`src/rtl/sync_fifo_param.sv`:
```
// rtl/sync_fifo_param.sv - parametrised synchronous FIFO with occupancy, thresholds and error flags
// Optional build macro: SFIFO_STICKY_ERR_EN (overflow/underflow hold until rst instead of pulsing).
module sync_fifo_param #(
  parameter int WIDTH    = 32,
  parameter int DEPTH    = 8,
  parameter int AF_LEVEL = DEPTH - 2,
  parameter int AE_LEVEL = 2
) (
  input  logic                       clk,
  input  logic                       rst,
  input  logic                       en,
  input  logic                       wr,
  input  logic [WIDTH-1:0]           din,
  input  logic                       rd,
  output logic [WIDTH-1:0]           dout,
  output logic                       dout_valid,
  output logic [$clog2(DEPTH):0]     count,
  output logic                       full,
  output logic                       empty,
  output logic                       almost_full,
  output logic                       almost_empty,
  output logic                       overflow,
  output logic                       underflow
);

  localparam int AW = $clog2(DEPTH);
  localparam int CW = AW + 1;

  localparam logic [AW-1:0] PTR_ONE  = AW'(1);
  localparam logic [CW-1:0] CNT_ONE  = CW'(1);
  localparam logic [CW-1:0] CNT_FULL = CW'(DEPTH);
  localparam logic [CW-1:0] AF_CNT   = CW'(AF_LEVEL);
  localparam logic [CW-1:0] AE_CNT   = CW'(AE_LEVEL);

  logic [WIDTH-1:0] mem_q [DEPTH];

  logic [AW-1:0]    wptr_q, wptr_d;
  logic [AW-1:0]    rptr_q, rptr_d;
  logic [CW-1:0]    count_q, count_d;
  logic [WIDTH-1:0] dout_q, dout_d;
  logic             dout_valid_q, dout_valid_d;
  logic             overflow_q, overflow_d;
  logic             underflow_q, underflow_d;

  logic             full_w, empty_w;
  logic             rd_acc, wr_acc;
  logic             ovf_evt, unf_evt;

  // Status flags are pure decodes of the occupancy register.
  always_comb begin
    full_w       = (count_q == CNT_FULL);
    empty_w      = (count_q == '0);
    almost_full  = (count_q >= AF_CNT);
    almost_empty = (count_q <= AE_CNT);
  end

  // Accept logic: a full FIFO still takes a write when a read frees a slot in the same cycle;
  // an empty FIFO never forwards the incoming word straight to the read side.
  always_comb begin
    rd_acc  = en & rd & ~empty_w;
    wr_acc  = en & wr & (~full_w | rd_acc);
    ovf_evt = en & wr & ~wr_acc;
    unf_evt = en & rd & empty_w;
  end

  // Next-state for pointers, occupancy, read data and error flags.
  always_comb begin
    wptr_d       = wptr_q;
    rptr_d       = rptr_q;
    count_d      = count_q;
    dout_d       = dout_q;
    dout_valid_d = rd_acc;

    if (wr_acc) begin
      wptr_d = wptr_q + PTR_ONE;
    end
    if (rd_acc) begin
      rptr_d = rptr_q + PTR_ONE;
      dout_d = mem_q[rptr_q];
    end

    case ({wr_acc, rd_acc})
      2'b10:   count_d = count_q + CNT_ONE;
      2'b01:   count_d = count_q - CNT_ONE;
      default: count_d = count_q;
    endcase

`ifdef SFIFO_STICKY_ERR_EN
    overflow_d  = overflow_q | ovf_evt;
    underflow_d = underflow_q | unf_evt;
`else
    overflow_d  = ovf_evt;
    underflow_d = unf_evt;
`endif
  end

  // Control state register; reset wins over enable and discards any request in that cycle.
  always_ff @(posedge clk) begin
    if (rst) begin
      wptr_q       <= '0;
      rptr_q       <= '0;
      count_q      <= '0;
      dout_q       <= '0;
      dout_valid_q <= 1'b0;
      overflow_q   <= 1'b0;
      underflow_q  <= 1'b0;
    end else begin
      wptr_q       <= wptr_d;
      rptr_q       <= rptr_d;
      count_q      <= count_d;
      dout_q       <= dout_d;
      dout_valid_q <= dout_valid_d;
      overflow_q   <= overflow_d;
      underflow_q  <= underflow_d;
    end
  end

  // Storage array: written on accepted writes only, never cleared.
  always_ff @(posedge clk) begin
    if (!rst && wr_acc) begin
      mem_q[wptr_q] <= din;
    end
  end

  assign dout       = dout_q;
  assign dout_valid = dout_valid_q;
  assign count      = count_q;
  assign full       = full_w;
  assign empty      = empty_w;
  assign overflow   = overflow_q;
  assign underflow  = underflow_q;

endmodule

```
`config.mk`:
```
export PLATFORM = sky130hd
export DESIGN_NAME = sync_fifo_param
export DESIGN_NICKNAME = d
export VERILOG_FILES = /design/src/rtl/sync_fifo_param.sv
export SDC_FILE = /design/constraint.sdc
export NUM_CORES = 1
export LEC_CHECK = 0
export ABC_AREA = 1
export CORE_MARGIN = 1.5
export CORE_UTILIZATION = 40
export CTS_BUF_LIST = sky130_fd_sc_hd__clkbuf_16
export DETAILED_ROUTE_END_ITERATION = 10
export GPL_ROUTABILITY_DRIVEN = 0
export PLACE_DENSITY = 0.62
export SETUP_SLACK_MARGIN = 0.5
export SLEW_MARGIN = 10
export SYNTH_ARGS = -nofsm -noshare
export SYNTH_HDL_FRONTEND = slang
export SYNTH_SLANG_ARGS = --single-unit
```
`constraint.sdc`:
```
create_clock -name clk -period 8.2 [get_ports clk]
set_input_delay 0.82 -clock clk [delete_from_list [all_inputs] [get_ports clk]]
set_output_delay 0.82 -clock clk [all_outputs]
set_load 0.02 [all_outputs]
```
==> out/metrics.cfg, run 1 <==
[logic_synthesis]
syn-cell-area_sq_mm = 0.01197
yosys_warnings = 0
synth-simple-area-share = 0.07672
synthMuxAreaShare = 0
syn_nets = 1040
synth_xor_area_frac = 0.0007317
ys_seq_elements = 301
synth_compound_area_frac = 0.1269
synth_top_family_by_area = compound AO/OA/AOI/OAI gates
ys_types = 24
synth.avg_cell_area_sq_um = 11.99
synth_top_area_frac = 0.6422
yosysSeqAreaShare = 0.7175
synth_cells = 998
synthTopCellsByArea = edfxtp_1 64%, dfxtp_1 7.5%, inv_1 4.5%, a21oi_1 4.3%, o21ai_0 4.3%
synthAdderAreaFrac = 0.005853
synth_top_cell_by_area = edfxtp_1

[sta]
hold_ws_ps = 542.0
period_minus_slack_ps = 3016
setup_viol = 0
setup-tns-final_ps = 0
rsz0062_at_grt = no
hold_violations = 0
relSlewSlack = 0.2245
fmax_ghz = 0.3316
slew_viol_final = 0
finalClockSkew_ps = 11.29
finalCritPeriodShare = 0.3678
tightest_slew_ps = 1160

[cells_and_area]
drive_gt1_frac = 0.06035
syn2layout_area_growth_pct = 17.16
fill_cells = 2627
fin_nets = 1096
fin_cells = 1467
register_area_sq_mm = 0.008597
multiInputGateArea_sq_mm = 0.002576
diodes = 0
final_util = 0.4745

[setup_path]
cp-start-kind = input port
path_cells = clkdlybuf4s50_1 > nand2_1 > nand3_1 > nand2_1 > inv_1 > nand3_1 > nor2_4
required_ps = 8360
cp_slowest_cell = nor2_4
r2r_cells = 6
crit_type = in -> reg
end_kind = register
slowest_delay_ps = 1000
arrival_ps = 3180
path_max_fanout = 32

[die]
core_sq_mm = 0.02956
pin_count = 80
fp.dieW_microns = 176.0
initial_utilization = 0.4050
die_h_microns = 176.0
rows = 63
dieArea_sq_mm = 0.03097

[clock_tree]
numCtsBuffers = 30
postCtsSetupRepairBufs = 0
clk-insertion-delay-late_ps = 550
path_clk_slew_ps = 60
clockBufferDepth = 3
ctsRootBufferMaster = clkbuf_16
cts_tree = built
h-tree-depth = 1
cts_num_sinks = 301
cts-resized-gates = 0
ctsHoldBuffers = 0

[status]
status = completed

[route]
first_pass_iters = 4
drt-total-wl_microns = 23400
drt.antenna.violating_nets = 0
first_iter_violations = 488
drc = 0
via_per_inst = 4.967
num_vias = 7287
routedWlPerCell_microns = 15.95

[grt]
overflow = 0
grt_pass1_wl_microns = 37670
gr-usage-all-layers = 0.1534
grt_antenna_before_repair = 0
grt_max_degree = 103
grt_pass1_vias = 7057

[worst_hold_path]
min_path_type = reg -> reg
hold_path_depth = 2

[placed_design]
port_buffers = 79
dpl.hpwl_microns = 12650
place_inst = 1412

[power]
power_density_mw_per_mm2 = 242.2
leakage_uw = 0.004953
vdd_drop_max_mv = 0.1575

[flow_run]
maxCapViolCount = 0

## routing by layer
layer / wire length (microns) / global-route usage
met5: 0 / 0
met4: 510 / 0.04131
met3: 838 / 0.02304
met2: 11240 / 0.2607
met1: 10810 / 0.2057
## power breakdown
group | total [uW] | internal [uW] | switching (uW)
logic | 304 | 120 | 183
clock network | 1360 | 794 | 571
registers | 1730 | 1690 | 37.1
## layout by cell type (no fill, tap or decap), drive strengths merged
cell / netlist / routed
a21boi: 1 / 1
buf: 33 / 5
inv: 143 / 145
nor2: 19 / 19
clkinvlp: 0 / 4
edfxtp: 256 / 256
o211ai: 64 / 64
bufinv: 0 / 4
clkdlybuf4s50: 0 / 79
nand2: 118 / 118
o21ai: 102 / 102
fa: 1 / 1
ha: 4 / 4
clkbuf: 27 / 30
nand4: 1 / 1
xnor2: 1 / 1
a21oi: 104 / 104
nor3: 2 / 2
nor4: 1 / 1
clkinv: 1 / 16
nand3: 75 / 75
dfxtp: 45 / 45
## synthesized netlist by cell type
master    count
nand2_1     118
nor4_1        1
edfxtp_1    256
buf_2        13
fa_1          1
clkbuf_2      1
a21oi_1     104
nor3_1        2
nand4_2       1
nand3_1      75
ha_1          4
a21boi_0      1
inv_1       142
clkbuf_1     26
clkinv_1      1
buf_6         7
xnor2_1       1
o211ai_1     64
buf_1         5
inv_2         1
o21ai_0     102
nor2_1       19
buf_4         8
dfxtp_1      45
## area by class of cell
cell class | instances | area share
clock buffers | 30 | 0.05353
inverters | 144 | 0.03854
flip-flops and latches | 301 | 0.6130
multi-input cells | 493 | 0.1837
clock inverters | 25 | 0.01740
repair buffers | 84 | 0.05906
well taps | 390 | 0.03479
## critical path: cells and delay by family
kind,cells,cell delay (ps)
simple gates,5,1660
buf+inv,2,680
## registers in the layout (all words and copies together), names as in the netlist
| register | cells |
|---|---|
| overflow | 1 |
| underflow | 1 |
| count | 4 |
| rptr_q | 3 |
| mem_q | 256 |
| wptr_q | 3 |
| dout_valid | 1 |
| dout | 32 |
## logic make-up after synthesis
family / after synthesis
DFF: 301
adders and majority gates: 5
xor gates and xnor gates: 1
AOI/OAI and AO/OA: 271
buffers and inverters: 204
and+or+nand+nor: 216
## per-stage QoR
stage	total power, uW	worst slack (ps)	instance area (sq um)
finish	3396	5184	14020
global route	3529	4968	14020
CTS	3429	5141	14020
detailed placement	2068	4553	13030
global placement	2063	4626	13030
floorplan	1952	5095	11970
## final timing paths
| check | startpoint | end | slack, ps |
|---|---|---|---|
| max | en | mem_q[6][18] | 5180 |
| min | dout[0] | dout[0] | 540 |
| max reg2reg | count[1] | mem_q[6][18] | 5590 |
| min reg2reg | dout[0] | dout[0] | 540 |
(Power assumes the default switching activity.)
==> run 2: changes to the inputs <==
- PLACE_DENSITY: 0.62 -> 0.64
- clock period: 8.2 -> 2.4 ns (I/O delays scaled with it)
==> run 2 against run 1 <==
Compared with the run above: routed wire length up 2.2%; largest power group unchanged; core utilization up 1.2 points; final cell count up 1.7%; highest routed layer unchanged; total power rose to 3.3 times the previous value; hold slack worse by 210 ps.
==> out/metrics.cfg, run 2 (synthesized netlist as in run 1, its figures left out) <==
[status]
status = completed

[route]
num_vias = 7334  ; +0.64%
routed.top_layer = met4
drt-total-wl_microns = 23910  ; +2.2%
routedWlPerCell_microns = 16.02  ; +0.45%
first_iter_violations = 621  ; +27%
drc = 0  ; unchanged
drt.antenna.violating_nets = 0  ; unchanged
wl_met2_microns = 10930  ; -2.8%
met3_length_microns = 1298  ; +55%
first_pass_iters = 5  ; +1
wl_met1_microns = 11240  ; +4.0%
via_per_inst = 4.916  ; -1.0%

[grt]
overflow = 0  ; unchanged
grt_pass1_wl_microns = 37880  ; +0.55%
gr-usage-all-layers = 0.1551  ; +0.001712
grt_antenna_before_repair = 0  ; unchanged
grt_pass1_vias = 6899  ; -2.2%
grt_max_degree = 74  ; -28%

[cells_and_area]
fin_nets = 1120  ; +2.2%
most-common-layout-cells = 256 x edfxtp_1, 151 x inv_1, 116 x nand2_1
largest_register_ffs = 256  ; unchanged
diodes = 0  ; unchanged
register_area_sq_mm = 0.008605  ; about the same
regMostFlops = mem_q
syn2layout_area_growth_pct = 20.18
final_common_cell = edfxtp_1
multiInputGateArea_sq_mm = 0.002601  ; +0.97%
drive_gt1_frac = 0.08167  ; +0.02132
final_cell_area_sq_mm = 0.01439  ; +2.6%
fill_cells = 2563  ; -2.4%
final_util = 0.4867  ; +0.01223

[clock_tree]
cts_tree = built
ctsHoldBuffers = 0  ; unchanged
h-tree-depth = 1  ; unchanged
path_clk_slew_ps = 60  ; about the same
ctsRootBufferMaster = clkbuf_16
cts_num_sinks = 301  ; unchanged
clockBufferDepth = 3  ; unchanged
numCtsBuffers = 30  ; unchanged
postCtsSetupRepairBufs = 0  ; unchanged
clk-insertion-delay-late_ps = 540  ; about the same

[placed_design]
port_buffers = 79  ; unchanged
placed_area_sq_mm = 0.01350  ; +3.6%
pre_cts_slack_ps = 208.6  ; -4345 ps
dpl.hpwl_microns = 14600  ; +15%

[worst_hold_path]
hold-path-endpoint = overflow
hold_path_depth = 3  ; +1
min_path_type = in -> reg
hp-start = wr

[sta]
period_minus_slack_ps = 1807
tightest_slew_ps = 547.7  ; -612.7 ps
finalCritPeriodShare = 0.7528
setup_viol = 0  ; unchanged
hold_violations = 0  ; unchanged
worst_slack_ps = 593.3  ; -4591 ps
setup-tns-final_ps = 0  ; unchanged
finalClockSkew_ps = 17.66  ; +6.367 ps
rsz0062_at_grt = no
fmax_ghz = 0.5535
relSlewSlack = 0.6344  ; +0.4099
slew_viol_final = 0  ; unchanged

[flow_run]
maxCapViolCount = 0  ; unchanged

[setup_path]
r2r_start = count[0]
cp-start-kind = register
rr_endpoint = count[3]
required_ps = 2160  ; -6200 ps
cp_slowest_cell = dfxtp_4
path_max_fanout = 5  ; -84%
path_cells = nor2_1 > nand2_1 > inv_1 > dlygate4sd2_1
slowest_delay_ps = 360  ; -640 ps
arrival_ps = 1570  ; -1610 ps
r2r_cells = 11  ; +5
crit_type = reg -> out
end_kind = output port
r2r_slack_ps = 650  ; -4940 ps

[power]
leakage_uw = 0.005150  ; +4.0%
power_density_mw_per_mm2 = 776.7  ; +220%
vdd_drop_max_mv = 0.4435  ; +180%

[die]
dieArea_sq_mm = 0.03097  ; unchanged
rows = 63  ; unchanged
pin_count = 80  ; unchanged
initial_utilization = 0.4050  ; unchanged
fp.dieW_microns = 176.0  ; unchanged
die_h_microns = 176.0  ; unchanged
core_sq_mm = 0.02956  ; unchanged

[run 2: how the worst max path moves through the flow]
stage / end / slack, ps / cells after the start / startpoint
6_report: empty / 590 / 4 / count[0]
3_5_place_dp: mem_q[1][21] / 210 / 8 / en
2_1_floorplan: mem_q[1][0] / 500 / 6 / count[1]
3_3_place_gp: mem_q[1][22] / 240 / 8 / en
4_1_cts: empty / 570 / 4 / count[0]
5_1_grt: empty / 510 / 4 / count[0]
[run 2: area by class of cell]
type / instances / share of cell area
sequential: 301 / 0.5981
multi-input combinational: 493 / 0.1808
timing repair buffer: 108 / 0.08801
clock buffer: 31 / 0.05392
inverter: 144 / 0.03757
tap: 390 / 0.03392
clock inverter: 25 / 0.007654
[run 2: report_power, final]
group | internal [uW] | switching (uW)
registers | 5780 | 89.2
clock network | 2320 | 1840
logic | 452 | 692
total | 8550 | 2630
[run 2: per-layer routing]
metal,track usage,vias up
li1,-,3680
met1,0.2242,3452
met2,0.2456,164
met3,0.02239,38
met4,0.04202,0
met5,0,-
[run 2: critical path: cells and delay by family (launching register included)]
| kind | cells | cell delay, ps |
|---|---|---|
| buf+inv | 2 | 390 |
| flops | 1 | 360 |
| simple gates | 2 | 270 |
[run 2: per-stage QoR]
stage,instances,hold WS [ps],power (uW)
finish,1492,333.2,11170
global route,1492,337.1,11640
CTS,1492,315.4,11290
detailed placement,1436,515.6,7143
global placement,1436,526.2,7128
floorplan,998,318.9,6679
[run 2: timing repair]
item                                    4_1_cts  5_1_grt
endpoints found under the hold margin         0        0
resized for setup                             4        1
endpoints found under the setup margin        4       93
pin swaps                                     0        0
==> run 3: changes to the inputs <==
- PLACE_DENSITY: 0.64 -> 0.62
- clock period: 2.4 -> 1.9 ns (I/O delays scaled with it)
==> run 3 against run 2 <==
Compared with the run above: clock skew decreased by 9.7 ps; sequential share of layout area decreased by 4.5 points; combinational power increased by 73%; critical path type unchanged; largest cell class unchanged.
==> out/metrics.cfg, run 3 (synthesized netlist as in run 1, its figures left out) <==
[cells_and_area]
register_area_sq_mm = 0.008612  ; about the same
regMostFlops = mem_q
drive_gt1_frac = 0.1961  ; +0.1144
final_cell_area_sq_mm = 0.01557  ; +8.2%
fin_nets = 1186  ; +5.9%
fin_cells = 1558  ; +4.4%
fill_cells = 2445  ; -4.6%
final_common_cell = edfxtp_1
largest_register_ffs = 256  ; unchanged
most-common-layout-cells = 256 x edfxtp_1, 149 x inv_1, 111 x nand2_1
syn2layout_area_growth_pct = 30.09
final_util = 0.5268  ; +0.04013
diodes = 0  ; unchanged
multiInputGateArea_sq_mm = 0.002811  ; +8.1%

[setup_path]
cp_top_family = flip-flops
arrival_ps = 1460  ; -110 ps
setup.worst_path.end = full
r2r_slack_ps = 260  ; -390 ps
crit_type = reg -> out
critPathLaunch = count[3]
required_ps = 1710  ; -450 ps
path_max_fanout = 4  ; -1
path_cells = inv_4 > nor4_1 > buf_2
path_buf_inv = 2  ; unchanged
rr_endpoint = count[3]
slowest_delay_ps = 390  ; +30 ps
r2r_cells = 12  ; +1
r2r_start = count[3]
crit_cells = 3  ; -1
cp_slowest_cell = dfxtp_4
cp-start-kind = register
end_kind = output port

[die]
core_sq_mm = 0.02956  ; unchanged
dieArea_sq_mm = 0.03097  ; unchanged
fp.dieW_microns = 176.0  ; unchanged
initial_utilization = 0.4050  ; unchanged
pin_count = 80  ; unchanged
rows = 63  ; unchanged
die_h_microns = 176.0  ; unchanged

[grt]
overflow = 0  ; unchanged
grt_pass1_wl_microns = 40390  ; +6.6%
grt_max_degree = 119  ; +61%
grt_pass1_vias = 7394  ; +7.2%
grt_antenna_before_repair = 0  ; unchanged
gr-usage-all-layers = 0.1665  ; +0.01133

[clock_tree]
cts_num_sinks = 301  ; unchanged
cts_tree = built
path_clk_slew_ps = 60  ; about the same
ctsRootBufferMaster = clkbuf_16
clk-insertion-delay-late_ps = 540  ; about the same
numCtsBuffers = 30  ; unchanged
h-tree-depth = 1  ; unchanged
clockBufferDepth = 3  ; unchanged

[sta]
period_minus_slack_ps = 1647
finalClockSkew_ps = 7.959  ; -9.701 ps
rsz0062_at_grt = yes
setup_viol = 0  ; unchanged
hold_ws_ps = 311.8  ; -21.35 ps
finalCritPeriodShare = 0.8666
relSlewSlack = 0.6926  ; +0.05814
fmax_ghz = 0.6073
tightest_slew_ps = 461.1  ; -86.61 ps
setup-tns-final_ps = 0  ; unchanged
slew_viol_final = 0  ; unchanged
hold_violations = 0  ; unchanged

[placed_design]
placed_area_sq_mm = 0.01364  ; +1.0%
dpl.hpwl_microns = 15370  ; +5.3%
place_inst = 1451  ; +1.0%
port_buffers = 79  ; unchanged

[route]
first_iter_violations = 675  ; +8.7%
drt-total-wl_microns = 30350  ; +27%
via_per_inst = 5.214  ; +6.1%
drt.antenna.violating_nets = 0  ; unchanged
num_vias = 8123  ; +11%
drc = 0  ; unchanged
routedWlPerCell_microns = 19.48  ; +22%
first_pass_iters = 5  ; unchanged

[power]
power_density_mw_per_mm2 = 969.1  ; +25%
leakage_uw = 0.005754  ; +12%
vdd_drop_max_mv = 0.6837  ; +54%

[worst_hold_path]
min_path_type = in -> reg

[status]
status = completed

[flow_run]
maxCapViolCount = 0  ; unchanged

## run 3: layout make-up
| class | count | area share |
|---|---|---|
| Multi-Input combinational cell | 493 | 0.1805 |
| Tap cell | 390 | 0.03134 |
| Clock inverter | 25 | 0.01165 |
| Clock buffer | 31 | 0.04982 |
| Sequential cell | 301 | 0.5530 |
| Timing Repair Buffer | 174 | 0.1378 |
| Inverter | 144 | 0.03583 |
## run 3: how the worst min path moves through the flow
stage	start	to	slack, ps	cells past startpoint
after CTS	rst	overflow	280	2
final	rst	overflow	310	2
after global routing	rst	overflow	310	2
after detailed placement	rptr_q[0]	rptr_q[0]	470	1
after global placement	rptr_q[2]	rptr_q[2]	470	2
after floorplan	rst	underflow	270	1
## run 3: what timing repair did
action,in CTS,in global routing
pin swaps,5,14
setup endpoints to repair,336,326
resized for setup,115,118
setup buffers,6,19
gates cloned,1,25
hold buffers,0,0
## run 3: per-layer routing
layer  vias up  track usage  part of all wire
li1       3826            -                 -
met3        34      0.02455             0.065
met2       281       0.2714              0.47
met1      3982       0.2387              0.45
met5         -            0                 0
met4         0      0.03205             0.011
## run 3: where the power goes
part | switching [uW] | internal [uW] | total, uW | leakage [uW]
Sequential | 93.4 | 7300 | 7390 | 0.00268
Combinational | 1150 | 818 | 1970 | 0.00256
Clock | 2400 | 3330 | 5730 | 0.000516
## run 3: stage by stage
stage	total power (uW)	setup WS [ps]
6_report	15090	253.5
5_1_grt	15590	169.1
4_1_cts	14760	239.8
3_5_place_dp	9087	-112.2
3_3_place_gp	9068	-97.66
2_1_floorplan	8445	71.77
